File: config.mk
export PLATFORM = sky130hd
export DESIGN_NAME = full_top
export DESIGN_NICKNAME = d
export VERILOG_FILES = /design/src/rtl/full_top.sv
export SDC_FILE = /design/constraint.sdc
export NUM_CORES = 1
export LEC_CHECK = 0
export CAP_MARGIN = 40
export CORE_MARGIN = 2
export CORE_UTILIZATION = 55
export DETAILED_ROUTE_END_ITERATION = 8
export PLACE_DENSITY = 0.78
export SLEW_MARGIN = 40
export SYNTH_ARGS = -nofsm -noshare
export SYNTH_HDL_FRONTEND = slang
export SYNTH_SLANG_ARGS = --single-unit
File: constraint.sdc
create_clock -name clk -period 3.3 [get_ports clk]
set_input_delay 0.66 -clock clk [delete_from_list [all_inputs] [get_ports clk]]
set_output_delay 0.66 -clock clk [all_outputs]
set_load 0.03 [all_outputs]
File: src/rtl/full_top.sv
// full_top: two-button tug-of-war game on a 7-LED bar.
// Each button is synchronized, debounced and turned into move requests
// (one on press, then one every REPEAT_CYCLES while held). A ten-state
// FSM walks a single lit LED toward the requester until a side wins.
// Optional feature macro: WIN_BLINK_EN (blinks the win pattern every
// BLINK_CYCLES cycles; when undefined the win pattern is steady).
module full_top #(
    parameter int unsigned DEB_CYCLES    = 4,
    parameter int unsigned REPEAT_CYCLES = 64,
    parameter int unsigned BLINK_CYCLES  = 256
) (
    input  logic       clk,
    input  logic       rst,
    input  logic       pbl,
    input  logic       pbr,
    output logic [6:0] leds_out
);

    localparam int unsigned DEB_W = $clog2(DEB_CYCLES + 1);
    localparam int unsigned REP_W = $clog2(REPEAT_CYCLES + 1);

    // Parameter sanity: every cycle count must be at least one.
    if (DEB_CYCLES < 1 || REPEAT_CYCLES < 1 || BLINK_CYCLES < 1) begin : g_param_check
        $error("full_top: DEB_CYCLES, REPEAT_CYCLES and BLINK_CYCLES must be >= 1");
    end

    typedef enum logic [3:0] {
        IDLE, L3, L2, L1, N, R1, R2, R3, LWIN, RWIN
    } state_t;

    // Index 0 is the left button, index 1 the right button.
    logic [1:0]       sync1;
    logic [1:0]       sync2;
    logic [1:0]       deb;
    logic [1:0]       deb_q;
    logic [DEB_W-1:0] deb_cnt [2];
    logic [REP_W-1:0] rep_cnt [2];

    logic [1:0] rise_c;
    logic [1:0] hit_c;
    logic       both_c;
    logic       req_l_c;
    logic       req_r_c;

    state_t state;

    // Display pattern for each state.
    function automatic logic [6:0] led_pattern(input state_t s);
        case (s)
            L3:      return 7'b1000000;
            L2:      return 7'b0100000;
            L1:      return 7'b0010000;
            N:       return 7'b0001000;
            R1:      return 7'b0000100;
            R2:      return 7'b0000010;
            R3:      return 7'b0000001;
            LWIN:    return 7'b1110000;
            RWIN:    return 7'b0000111;
            default: return 7'b0000000;
        endcase
    endfunction

    // Move rules; IDLE behaves like the centre position, wins are sticky.
    function automatic state_t next_state(input state_t s, input logic l, input logic r);
        state_t ns;
        ns = s;
        case (s)
            IDLE, N: ns = l ? L1   : (r ? R1   : s);
            L1:      ns = l ? L2   : (r ? N    : s);
            L2:      ns = l ? L3   : (r ? L1   : s);
            L3:      ns = l ? LWIN : (r ? L1   : s);
            R1:      ns = l ? N    : (r ? R2   : s);
            R2:      ns = l ? R1   : (r ? R3   : s);
            R3:      ns = l ? R1   : (r ? RWIN : s);
            LWIN, RWIN: ns = s;
            default: ns = IDLE;
        endcase
        return ns;
    endfunction

    // Press edges, repeat ticks and simultaneous-press lockout.
    always_comb begin
        rise_c = deb & ~deb_q;
        both_c = &deb;
        hit_c  = '0;
        for (int i = 0; i < 2; i++) begin
            hit_c[i] = deb[i] && (rep_cnt[i] == REP_W'(REPEAT_CYCLES - 1));
        end
        req_l_c = !both_c && (rise_c[0] || hit_c[0]);
        req_r_c = !both_c && (rise_c[1] || hit_c[1]);
    end

    // Synchronizers, debouncers and auto-repeat counters for both buttons.
    always_ff @(posedge clk or posedge rst) begin
        if (rst) begin
            sync1 <= '0;
            sync2 <= '0;
            deb   <= '0;
            deb_q <= '0;
            for (int i = 0; i < 2; i++) begin
                deb_cnt[i] <= '0;
                rep_cnt[i] <= '0;
            end
        end else begin
            sync1 <= {pbr, pbl};
            sync2 <= sync1;
            deb_q <= deb;
            for (int i = 0; i < 2; i++) begin
                if (sync2[i] == deb[i]) begin
                    deb_cnt[i] <= '0;
                end else if (deb_cnt[i] == DEB_W'(DEB_CYCLES - 1)) begin
                    deb[i]     <= sync2[i];
                    deb_cnt[i] <= '0;
                end else begin
                    deb_cnt[i] <= deb_cnt[i] + DEB_W'(1);
                end

                if (!deb[i] || both_c || rise_c[i] || hit_c[i]) begin
                    rep_cnt[i] <= '0;
                end else begin
                    rep_cnt[i] <= rep_cnt[i] + REP_W'(1);
                end
            end
        end
    end

`ifdef WIN_BLINK_EN
    localparam int unsigned BLINK_W = $clog2(BLINK_CYCLES + 1);

    logic [BLINK_W-1:0] blink_cnt;
    logic               blink_off;

    // Game FSM with registered display; win patterns blink.
    always_ff @(posedge clk or posedge rst) begin
        if (rst) begin
            state     <= IDLE;
            leds_out  <= '0;
            blink_cnt <= '0;
            blink_off <= 1'b0;
        end else begin
            state <= next_state(state, req_l_c, req_r_c);
            if (state == LWIN || state == RWIN) begin
                leds_out <= blink_off ? 7'b0000000 : led_pattern(state);
                if (blink_cnt == BLINK_W'(BLINK_CYCLES - 1)) begin
                    blink_cnt <= '0;
                    blink_off <= ~blink_off;
                end else begin
                    blink_cnt <= blink_cnt + BLINK_W'(1);
                end
            end else begin
                leds_out  <= led_pattern(state);
                blink_cnt <= '0;
                blink_off <= 1'b0;
            end
        end
    end
`else
    // Game FSM with registered display, one cycle behind the state.
    always_ff @(posedge clk or posedge rst) begin
        if (rst) begin
            state    <= IDLE;
            leds_out <= '0;
        end else begin
            state    <= next_state(state, req_l_c, req_r_c);
            leds_out <= led_pattern(state);
        end
    end
`endif

endmodule

==> parameters.txt, run 1 <==
Parameter                              Value

Critical path
  Top cell family by delay on the critical path    buffers and inverters
  Critical Path Sink Type    primary output
  Critical-path cell with the highest stage delay    sky130_fd_sc_hd__clkdlybuf4s50_1
  Data arrival time of the critical path    1.37 ns
  Worst endpoint required time    2.64 ns
  Startpoint types    flop
  Type of the setup path with the least slack    flop to primary output
  Peak fanout along the critical path    1
  Longest individual stage delay on the worst path    approximately 0.66 ns
  Worst-path cell chain    clkdlybuf4s50_1
  R2R Setup Slk    1.66 ns
  Count of buffer and inverter cells on the critical path    1

Floorplan
  Initial core utilization    ~57%
  Total number of placement rows    20
  Core region area    2980 um2
  Die Y-Extent    roughly 60 um
  Number of I/O pins    11
  Floorplan die width    59.4 um
  Area enclosed by the die boundary    between 3000 and 4000 um2

Synth
  Number of flip-flops and latches in the synthesized netlist    39
  Count of different cell masters after synthesis    40
  Register area share after synthesis    57.9%
  Mapped Avg Cell Area    11.2 um2
  Area share of the largest cell type after synthesis    57.9%
  Cell types occupying the most area after synthesis    sky130_fd_sc_hd__dfrtp_1 58%, sky130_fd_sc_hd__xnor2_1 5.2%, sky130_fd_sc_hd__nor2_1 4.5%, sky130_fd_sc_hd__ha_1 3.0%, sky130_fd_sc_hd__and3_1 2.2%
  Number of warning messages in the yosys log    0
  Synth area leader    sky130_fd_sc_hd__dfrtp_1
  Number of instances in the synthesized netlist    151
  Post-synthesis instance area    1690 um2
  Nets in the synthesized netlist    159

Flow run
  Max-cap violation count    0

Power
  Power Total    ~1.5 mW
  Power per cell area    795 nW/um2
  Leakage power figure    0.860 nW
  VDD IR max    about 0.00044 V

CTS
  Number of clock buffers inserted by TritonCTS    5
  Reg clk slew, reported paths    0.12 ns
  CTS Hold Buffers Added    0
  Post-CTS setup buffers    0
  CTS tree    yes
  H-tree depth reported by CTS    2
  Post-CTS Resized    0
  Clock tree sinks    39
  Root Buffer Master    sky130_fd_sc_hd__clkbuf_4
  Number of buffers on the longest clock path    2
  Clock latency on the worst-skew pair    0.35 ns

Route
  Antenna-violating nets left    0
  Initial drt markers    25
  First-pass iteration count of the detailed router    4
  Via count of the routed design    1150
  Mean number of vias per cell    5.81
  DRC Markers    0
  Wirelength, routed    2760 um
  Average wire per cell in the routed design    14.0 um

Timing
  Final worst path period need    2.03 ns
  RSZ-0062 raised after global routing    false
  Clock Skew    0.0191 ns
  Relative slew margins    69.8%
  Max Transition Viols Final    0
  Worst slew pin tran    0.449 ns
  Setup TNS after final layout    0 ns
  Worst Hold Margin    0.359 ns
  Fmax    around 490 MHz
  Fin. Hold Viols    0
  Final period util    around three fifths
  Number of failing setup endpoints in the final timing report    0

Cells and area
  Inserted Diodes    0
  Synth-to-layout area growth    12.5%
  Fraction of final layout cells with drive strength greater than 1    10.9%
  Final std cell area, no fill    between 1500 and 2000 um2
  Fin nets    172
  Final core occ    63.7%

GRT
  Global-route wire length before repair    4970 um
  Maximum number of pins on one net before global-route repair    22
  Overall Global Routing Usage    19.3%
  Antenna violations before repair    0
  Grt ovf    0
  Via count of the first global-routing pass    about 1100

Place
  Detailed placer's ending HPWL    around 1900 um
  Cell Area, Placed    about 1800 um2
  Number of buffers added on ports    10
  Weighted congestion at the end of routability-driven global placement    0.717

Status
  Status    completed

Hold path
  Worst min-delay path class    flop to flop
## kinds of logic (layout without fill, tap and decap cells)
kind of cell,after synthesis,in the layout,share of synthesized area [%]
and+or+nand+nor,60,60,18.8
DFF,39,39,57.9
AOI/OAI and AO/OA,21,21,9.58
buffers and inverters,13,27,3.19
xor gates and xnor gates,12,12,6.24
adders and majority gates,4,4,2.97
muxes,2,2,1.34
## final timing paths
kind | from | cells past startpoint | to
min in group asynchronous | rst | 2 | leds_out[6]
min | sync1[0] | 0 | sync2[0]
max | leds_out[4] | 1 | leds_out[4]
min reg2reg | sync1[0] | 0 | sync2[0]
max in group asynchronous | rst | 3 | deb_cnt[3]
max reg2reg | deb[1] | 4 | state[1]
## layout make-up
cell class              instances  area [um2]
fillers                       238        1080
well taps                      33        41.3
repair buffers                 11         108
flip-flops and latches         39         976
clock buffers                   6        51.3
inverters                       8        30.0
clock inverters                 2        35.0
multi-input cells              99         656
## registers in the layout, summed over array words and instances, names as in the netlist
name and cells:
deb 2, deb_cnt 6, deb_q 2, leds_out 7
rep_cnt 14, state 4, sync1 2, sync2 2
## where the power goes
group	switching (mW)	internal, mW
sequential	0.127	0.580
clock	0.155	0.179
combinational	0.252	0.215
## cells in the mapped netlist
cell type and instances:
sky130_fd_sc_hd__nand2_1 6, sky130_fd_sc_hd__o21ai_0 3, sky130_fd_sc_hd__mux2_2 2, sky130_fd_sc_hd__o32a_1 1, sky130_fd_sc_hd__and3_1 6, sky130_fd_sc_hd__nand3_1 6
sky130_fd_sc_hd__a41oi_1 1, sky130_fd_sc_hd__a211o_2 1, sky130_fd_sc_hd__xnor2_1 10, sky130_fd_sc_hd__ha_1 4, sky130_fd_sc_hd__o2111ai_1 2, sky130_fd_sc_hd__nor3_1 5
sky130_fd_sc_hd__xor2_1 2, sky130_fd_sc_hd__and3_2 1, sky130_fd_sc_hd__nor2_1 20, sky130_fd_sc_hd__o21ai_1 1, sky130_fd_sc_hd__o31ai_1 1, sky130_fd_sc_hd__and4b_1 2
sky130_fd_sc_hd__buf_4 1, sky130_fd_sc_hd__o211ai_1 2, sky130_fd_sc_hd__a22o_1 1, sky130_fd_sc_hd__nand4b_1 2, sky130_fd_sc_hd__a21boi_0 1, sky130_fd_sc_hd__inv_2 1
sky130_fd_sc_hd__buf_2 1, sky130_fd_sc_hd__nor2b_1 3, sky130_fd_sc_hd__nor3b_1 4, sky130_fd_sc_hd__a21oi_2 1, sky130_fd_sc_hd__o32ai_1 1, sky130_fd_sc_hd__inv_1 7
sky130_fd_sc_hd__or3_2 1, sky130_fd_sc_hd__a211o_1 1, sky130_fd_sc_hd__or2_2 1, sky130_fd_sc_hd__a21oi_1 2, sky130_fd_sc_hd__or3_1 1, sky130_fd_sc_hd__o221a_1 1
sky130_fd_sc_hd__nand2b_1 2, sky130_fd_sc_hd__clkbuf_1 3, sky130_fd_sc_hd__a311oi_1 1, sky130_fd_sc_hd__dfrtp_1 39
## routing by layer
layer,part of all wire (%),global-route usage [%]
met5,0,0
met4,2.1,7.79
met1,44,23.3
met3,3.9,6.55
met2,50,31.6
## through the flow
stage / instances / setup slack, ns
final: 198 / 1.27
after global routing: 198 / 1.21
after CTS: 198 / 1.25
after detailed placement: 190 / 1.36
after global placement: 190 / 1.41
after floorplan: 151 / 1.75
## cells in the final DEF, fill, tap and decap left out, types with 2 or more instances in the layout
cell and instances:
sky130_fd_sc_hd__a21oi_1 2, sky130_fd_sc_hd__inv_1 6, sky130_fd_sc_hd__clkdlybuf4s50_1 10, sky130_fd_sc_hd__and4b_1 2
sky130_fd_sc_hd__mux2_2 2, sky130_fd_sc_hd__inv_2 2, sky130_fd_sc_hd__nor3_1 5, sky130_fd_sc_hd__clkbuf_4 5
sky130_fd_sc_hd__nor2b_1 3, sky130_fd_sc_hd__nor2_1 20, sky130_fd_sc_hd__o2111ai_1 2, sky130_fd_sc_hd__nand2_1 6
sky130_fd_sc_hd__xnor2_1 10, sky130_fd_sc_hd__o21ai_0 3, sky130_fd_sc_hd__nor3b_1 4, sky130_fd_sc_hd__o211ai_1 2
sky130_fd_sc_hd__nand2b_1 2, sky130_fd_sc_hd__xor2_1 2, sky130_fd_sc_hd__nand4b_1 2, sky130_fd_sc_hd__and3_1 6
sky130_fd_sc_hd__nand3_1 6, sky130_fd_sc_hd__ha_1 4, sky130_fd_sc_hd__dfrtp_1 39
(Power assumes the default switching activity.)
==> run 2: changes to the inputs <==
clock period = 1.93 ns   (was 3.3 ns; I/O delays follow)
==> parameters.txt, run 2 (synthesized netlist as in run 1, its figures left out) <==
Parameter                              Value

Power
  Relative contribution of the clock network to total power    16.3%
  Share of power burned in registers    50.3%
  VDD IR max    0.000565 V
  Internal Power    1.50 mW
  Switch Pwr    0.893 mW
  Leakage power figure    roughly 0.84 nW
  Comb pwr share    33.4%
  Switching Fraction    a little under two fifths
  Power per cell area    1290 nW/um2
  Power Total    2.39 mW

Route
  DRC Markers    0
  Wirelength, routed    around 2700 um
  Via count of the routed design    1142
  Antenna-violating nets left    0
  Average wire per cell in the routed design    13.8 um
  Initial drt markers    32
  Mean number of vias per cell    roughly 5.8
  First-pass iteration count of the detailed router    4

GRT
  Met2 Track Usage GR    29.5%
  Highest-utilization routing layer at the global route stage    met2
  Antenna violations before repair    0
  Overall Global Routing Usage    17.8%
  Grt ovf    0
  Maximum number of pins on one net before global-route repair    40
  Met3 Resource Use GR    6.11%
  Met1 Use GR    20.1%
  Global-route wire length before repair    4610 um
  Via count of the first global-routing pass    1106

Flow run
  Max-cap violation count    0

Critical path
  Longest individual stage delay on the worst path    0.67 ns
  Reg2reg path depth    5
  Count of buffer and inverter cells on the critical path    1
  Worst endpoint required time    1.54 ns
  Critical-path cell with the highest stage delay    sky130_fd_sc_hd__clkdlybuf4s50_1
  Peak fanout along the critical path    1
  Type of the setup path with the least slack    flop to primary output
  R2R Setup Slk    0.36 ns
  Critical Path Sink Type    primary output
  Data arrival time of the critical path    1.37 ns
  Top cell family by delay on the critical path    buffers and inverters
  Crit Reg-Reg Startpoint    rep_cnt[0]
  Startpoint types    flop
  Worst-path cell chain    clkdlybuf4s50_1
  Reg-to-reg endpoint    state[1]
  Worst path depth    1

Timing
  Number of failing setup endpoints in the final timing report    0
  Max Transition Viols Final    0
  Worst Hold Margin    about 0.36 ns
  Final worst path period need    1.75 ns
  Setup TNS after final layout    0 ns
  Final period util    between 90% and 100%
  RSZ-0062 raised after global routing    false
  Clock Skew    roughly 0.013 ns
  Relative slew margins    68.4%
  Fin. Hold Viols    0
  Fmax    570 MHz
  Worst slew pin tran    0.470 ns

Cells and area
  Leading cell types in the layout, fill and taps excluded    39 x sky130_fd_sc_hd__dfrtp_1, 20 x sky130_fd_sc_hd__nor2_1, 10 x sky130_fd_sc_hd__xnor2_1, 10 x sky130_fd_sc_hd__clkdlybuf4s50_1, 7 x sky130_fd_sc_hd__inv_1
  Final core occ    a little over three fifths
  Synth-to-layout area growth    10.4%
  Cell Count, Final, Fillers Out    between 150 and 200
  Biggest registers after layout    rep_cnt x14, leds_out x7, deb_cnt x6
  Inserted Diodes    0
  Fin nets    roughly 170
  Commonest non-fill, non-tap cell in the layout    sky130_fd_sc_hd__dfrtp_1
  Fraction of final layout cells with drive strength greater than 1    9.09%
  Multi-input gate area in the final layout    around 660 um2
  Top register by number of flip-flops    rep_cnt
  Max reg flops    14
  Layout filler cell count    250
  Register area    between 900 and 1000 um2

Hold path
  Worst min-delay path startpoint    sync1[1]
  Destination of the worst hold path    sync2[1]
  Worst min-delay path class    flop to flop
  Number of cells traversed by the worst hold path    0

Floorplan
  Number of I/O pins    11
  Area enclosed by the die boundary    3520 um2
  Die Y-Extent    59.4 um
  Initial core utilization    56.6%
  Total number of placement rows    20
  Core region area    roughly 3000 um2
  Floorplan die width    around 60 um

CTS
  Post-CTS Resized    0
  H-tree depth reported by CTS    2
  Post-CTS setup buffers    0
  Number of buffers on the longest clock path    2
  Clock tree sinks    39
  CTS Hold Buffers Added    0
  Clock latency on the worst-skew pair    ~0.35 ns
  CTS tree    yes
  Number of clock buffers inserted by TritonCTS    5
  Root Buffer Master    sky130_fd_sc_hd__clkbuf_4
  Reg clk slew, reported paths    0.11 ns

Place
  Detailed placer's ending HPWL    2010 um
  Number of buffers added on ports    10
  Weighted congestion at the end of routability-driven global placement    about 0.81
  Number of placed instances with taps included    190

Status
  Status    completed
## run 2: metrics by stage
step,setup WS [ns],cell area (um2)
finish,0.177,1860
global route,0.129,1860
CTS,0.150,1860
detailed placement,0.373,1810
global placement,0.446,1810
floorplan,0.528,1690
## run 2: worst max-delay path by stage
stage	startpoint	endpoint	slack [ns]
after floorplan	rep_cnt[0]	state[1]	0.53
after global placement	deb[1]	state[1]	0.45
after detailed placement	rep_cnt[0]	state[1]	0.37
after CTS	leds_out[0]	leds_out[0]	0.15
after global routing	leds_out[0]	leds_out[0]	0.13
final	leds_out[0]	leds_out[0]	0.18
## run 2: area by class of cell
type                            instances  share of cell area (%)
Sequential cell                        39                    52.5
Multi-Input combinational cell         99                    35.2
Clock buffer                            7                    2.42
Inverter                                8                    1.61
Timing Repair Buffer                   11                    5.78
Tap cell                               33                    2.22
Clock inverter                          1                   0.269
## run 2: power groups by stage
stage	Sequential, mW	Clock, mW	Combinational [mW]
4_1_cts	1.20	0.404	0.808
2_1_floorplan	1.18	0	0.634
5_1_grt	1.24	0.429	0.887
6_report	1.21	0.389	0.800
3_3_place_gp	1.21	0	0.775
3_5_place_dp	1.22	0	0.805
## run 2: layer usage
layer  share of wire [%]  vias up
li1                    -      553
met1                  44      557
met2                  50       25
met3                 4.3        7
met4                 1.9        0
met5                   0        -
